### config.mk
export PLATFORM = sky130hd
export DESIGN_NAME = mips_mc_control
export DESIGN_NICKNAME = d
export VERILOG_FILES = /design/src/rtl/mips_mc_control.sv
export SDC_FILE = /design/constraint.sdc
export NUM_CORES = 1
export LEC_CHECK = 0
export CAP_MARGIN = 20
export CORE_MARGIN = 8
export CORE_UTILIZATION = 35
export DETAILED_ROUTE_END_ITERATION = 8
export HOLD_SLACK_MARGIN = 0.12
export PLACE_DENSITY_LB_ADDON = 0.1
export SLEW_MARGIN = 25
export SYNTH_ARGS = -nofsm -noshare
export SYNTH_HDL_FRONTEND = slang
export SYNTH_SLANG_ARGS = --single-unit
### constraint.sdc
create_clock -name i_clk -period 2.42 [get_ports i_clk]
set_clock_uncertainty 0.2 [all_clocks]
set_input_delay 0.484 -clock i_clk [delete_from_list [all_inputs] [get_ports i_clk]]
set_output_delay 0.484 -clock i_clk [all_outputs]
set_load 0.02 [all_outputs]
### src/rtl/mips_mc_control.sv
// Multicycle main control FSM for Small-MIPS: sequences fetch/decode/execute/memory/writeback.
// Moore outputs from state, with FETCH/BRANCH strobes qualified by memory-ready/zero; memory states stall on i_memReady.
module mips_mc_control #(
    parameter int          MEM_WAIT = 1,
    parameter logic [5:0]  OP_RTYPE = 6'b000000,
    parameter logic [5:0]  OP_LW    = 6'b100011,
    parameter logic [5:0]  OP_SW    = 6'b101011,
    parameter logic [5:0]  OP_BEQ   = 6'b000100,
    parameter logic [5:0]  OP_ADDI  = 6'b001000,
    parameter logic [5:0]  OP_J     = 6'b000010
) (
    input  logic       i_clk,
    input  logic       i_rst,
    input  logic [5:0] i_opcode,
    input  logic       i_zero,
    input  logic       i_memReady,
    output logic [1:0] o_aluOp,
    output logic       o_aluSrcA,
    output logic [1:0] o_aluSrcB,
    output logic [1:0] o_pcSrc,
    output logic       o_pcEn,
    output logic       o_iord,
    output logic       o_memRead,
    output logic       o_memWrite,
    output logic       o_irWrite,
    output logic       o_regDst,
    output logic       o_memToReg,
    output logic       o_regWrite,
    output logic       o_illegal,
    output logic [3:0] o_state
);

    typedef enum logic [3:0] {
        S_RESET   = 4'd0,
        S_FETCH   = 4'd1,
        S_DECODE  = 4'd2,
        S_MEMADR  = 4'd3,
        S_MEMRD   = 4'd4,
        S_MEMWB   = 4'd5,
        S_MEMWR   = 4'd6,
        S_EXECUTE = 4'd7,
        S_ALUWB   = 4'd8,
        S_BRANCH  = 4'd9,
        S_ADDIEX  = 4'd10,
        S_ADDIWB  = 4'd11,
        S_JUMP    = 4'd12
    } state_t;

    state_t state_q, state_d;
    logic   mem_rdy;

    // With MEM_WAIT=0 every memory access is assumed to finish in its first cycle.
    assign mem_rdy = (MEM_WAIT != 0) ? i_memReady : 1'b1;
    assign o_state = state_q;

    always_ff @(posedge i_clk or posedge i_rst) begin
        if (i_rst) begin
            state_q <= S_RESET;
        end else begin
            state_q <= state_d;
        end
    end

    always_comb begin
        state_d    = S_FETCH;
        o_aluOp    = 2'b00;
        o_aluSrcA  = 1'b0;
        o_aluSrcB  = 2'b00;
        o_pcSrc    = 2'b00;
        o_pcEn     = 1'b0;
        o_iord     = 1'b0;
        o_memRead  = 1'b0;
        o_memWrite = 1'b0;
        o_irWrite  = 1'b0;
        o_regDst   = 1'b0;
        o_memToReg = 1'b0;
        o_regWrite = 1'b0;
        o_illegal  = 1'b0;
        case (state_q)
            S_RESET: state_d = S_FETCH;
            S_FETCH: begin
                o_memRead = 1'b1;
                o_aluSrcB = 2'b01;
                o_irWrite = mem_rdy;
                o_pcEn    = mem_rdy;
                state_d   = mem_rdy ? S_DECODE : S_FETCH;
            end
            S_DECODE: begin
                o_aluSrcB = 2'b11;
                if (i_opcode == OP_LW || i_opcode == OP_SW) begin
                    state_d = S_MEMADR;
                end else if (i_opcode == OP_RTYPE) begin
                    state_d = S_EXECUTE;
                end else if (i_opcode == OP_BEQ) begin
                    state_d = S_BRANCH;
                end else if (i_opcode == OP_ADDI) begin
                    state_d = S_ADDIEX;
                end else if (i_opcode == OP_J) begin
                    state_d = S_JUMP;
                end else begin
                    o_illegal = 1'b1;
                    state_d   = S_FETCH;
                end
            end
            S_MEMADR: begin
                o_aluSrcA = 1'b1;
                o_aluSrcB = 2'b10;
                state_d   = (i_opcode == OP_SW) ? S_MEMWR : S_MEMRD;
            end
            S_MEMRD: begin
                o_memRead = 1'b1;
                o_iord    = 1'b1;
                state_d   = mem_rdy ? S_MEMWB : S_MEMRD;
            end
            S_MEMWB: begin
                o_memToReg = 1'b1;
                o_regWrite = 1'b1;
            end
            S_MEMWR: begin
                o_memWrite = 1'b1;
                o_iord     = 1'b1;
                state_d    = mem_rdy ? S_FETCH : S_MEMWR;
            end
            S_EXECUTE: begin
                o_aluSrcA = 1'b1;
                o_aluOp   = 2'b10;
                state_d   = S_ALUWB;
            end
            S_ALUWB: begin
                o_regDst   = 1'b1;
                o_regWrite = 1'b1;
            end
            S_BRANCH: begin
                o_aluSrcA = 1'b1;
                o_aluOp   = 2'b01;
                o_pcSrc   = 2'b01;
                o_pcEn    = i_zero;
            end
            S_ADDIEX: begin
                o_aluSrcA = 1'b1;
                o_aluSrcB = 2'b10;
                state_d   = S_ADDIWB;
            end
            S_ADDIWB: o_regWrite = 1'b1;
            S_JUMP: begin
                o_pcSrc = 2'b10;
                o_pcEn  = 1'b1;
            end
            default: state_d = S_FETCH;
        endcase
    end

endmodule

==> impl_metrics.toml, run 1 <==
[status]
outcome = "finished clean"

[placement]
placed_cells = 131
gp_congestion = 0.832
portBuffers = 29
dpl.hpwl_um = 1500
pre_cts_ws_ps = -307

[drt]
drc = 0
firstDrtPassIters = 4
route.final.wire_length_um = 1820
ant_nets = 0
vias_per_cell = 5.16
drtIter0Drc = 12
vias = 692
wl_per_cell_um = 13.6

[floorplanning]
die_h_um = 56.2
initial_utilization_pct = 37.6
rows = 14
ios = 30
core_area_um2 = 1510
die_w_um = 56.2
dieArea_um2 = 3160

[run]
drv_cap = 0

[logic_synthesis]
avgSynthCellArea_um2 = 7.98
synthFlopType = "dfrtp_1"
ys_ff_latch = 4
synth_edf_count = 0
yosysWarnings = 0
syn_inst = 71
synthesis.area_um2 = 567
yosysSeqAreaShare_pct = 17.7
synth_nets = 81
async_flop_share_pct = 100
synth.distinct_cells = 36

[critical_path]
slowest_delay_ps = 480
r2r_end = "o_state[0]$_DFF_PP0_"
reg2reg_depth = 4
r2r-start = "o_state[2]$_DFF_PP0_"
crit_path_cell_trace = "clkdlybuf4s50_1 > nand3_1 > o311ai_2 > a21oi_1 > clkdlybuf4s15_2"
cp.required_ps = 1740
critPathArrivalTime_ps = 1640
cp-start-kind = "input port"
critPathMaxFanout = 2
crit_slowest_cell = "clkdlybuf4s50_1"
reg2reg_slack_ps = 730
worstSetupEndpointType = "primary output"
worstSetupPathType = "input port to primary output"

[clock_tree]
cts_hold_buf = 0
cts_tree = "done"
path_clk_slew_ps = 40
cts_buffers = 3
cts-htree-levels = 1
cts.path.max_buffers = 2
clock-root-buffer = "clkbuf_4"
clk-insertion-delay-late_ps = 240
post-cts-setup-buffers = 0
clkSinkCount = 4

[layout]
num-fill-cells = 128
final_cell_mix = "buf_4 (21), clkdlybuf4s50_1 (11), dlygate4sd2_1 (9)"
layout-drive-gt1-share_pct = 32.2
diodes = 0
fin_cells = 134
multiInputGateArea_um2 = 402
largest_reg_flops = 4
final_nets = 130
syn_to_final_growth_pct = 78.1
register_area_um2 = 104
fin_util_pct = 67.0
layout_commonest_cell = "buf_4"

[global_route]
grt_max_degree = 12
grt_pass1_wl_um = 3300
antenna_found_initial = 0
track_usage_pct = 12.2
grt_overflow_total = 0
grt_pass1_vias = 740

[sta]
period_needed_ps = 2320
max_freq_mhz = 431
hold_viol = 0
relSlewSlack_pct = 82.5
fin_crit_sh_pct = 95.9
finalSetupTns_ps = 0
setup_ws_ps = 98.7
finalSetupViolCount = 0
whs_ps = 238
tightestPinTransition_ps = 260
slew_viol_final = 0
rsz0062_at_grt = "no"

[hold_path]
hold_class = "input port to asynchronous set/reset pin"

[power_and_ir_drop]
p_leak_nw = 0.561
pwr_density_cell_nw_per_um2 = 911
vdd_drop_max_mv = 0.538
==> worst max-delay path by stage <==
| stage | start | endpoint | slack (ps) | depth (start not counted) |
|---|---|---|---|---|
| final | i_opcode[0] | o_illegal | 100 | 5 |
| after global routing | i_opcode[0] | o_illegal | 20 | 5 |
| after CTS | i_opcode[1] | o_illegal | 9 | 5 |
| after detailed placement | i_opcode[1] | o_illegal | -310 | 5 |
| after global placement | i_opcode[1] | o_illegal | -250 | 5 |
| after floorplan | o_state[3]$_DFF_PP0_ | o_regWrite | 400 | 3 |
==> repair_timing <==
action	CTS	global route
gates cloned	0	0
gates resized for setup	19	10
setup endpoints to repair	14	7
==> cell usage after synthesis (all sizes together), types with 3 or more instances <==
library cell / number / share of area [%]
nand2: 4 / 2.6
dfrtp: 4 / 18
nor2: 5 / 3.3
nor3: 4 / 3.5
nor2b: 7 / 7.7
clkbuf: 3 / 7.3
buf: 3 / 5.3
inv: 3 / 2.0
o21ai: 4 / 3.5
nand3: 3 / 2.6
==> stage by stage <==
stage | power, mW | cell area (um^2)
after floorplan | 0.549 | 567
after detailed placement | 0.870 | 963
final | 0.920 | 1010
after global routing | 0.983 | 1010
after global placement | 0.867 | 963
after CTS | 0.934 | 991
==> worst max-delay path: cells and delay by family <==
family,cells,cell delay [ps]
buf+inv,2,740
simple gates,1,90
compound gates,2,320
==> final cells by class <==
| cell class | instances | share of cell area (%) |
|---|---|---|
| Inverter | 3 | 1.12 |
| Sequential cell | 4 | 10.3 |
| Multi-Input combinational cell | 58 | 39.8 |
| Clock buffer | 3 | 2.23 |
| Timing Repair Buffer | 50 | 44.6 |
| Tap cell | 16 | 1.98 |
==> metal layers <==
layer  track usage, %  wire length [um]
met5                0                 0
met4             5.15                16
met3             3.42               119
met2             23.3               987
met1             11.7               694
==> logic make-up after synthesis <==
family	Yosys count	synth area share, %
XOR/XNOR	3	4.64
AO/OA/AOI/OAI	17	21.2
buffers and inverters	9	14.6
multiplexers	2	3.75
flip-flops	4	17.7
AND/OR/NAND/NOR	36	38.2
==> where the power goes <==
| part | switching (mW) | internal, mW | leakage (nW) |
|---|---|---|---|
| combinational | 0.336 | 0.345 | 0.500 |
| clock | 0.0306 | 0.0557 | 0.0138 |
| sequential | 0.0578 | 0.0944 | 0.0475 |
(Power assumes the default switching activity.)
==> run 2: changes to the inputs <==
Settings changed: CTS_CLUSTER_SIZE set to 20.
==> results of run 2 <==
No change in the layout: final DEF, timing and power equal those of run 1.
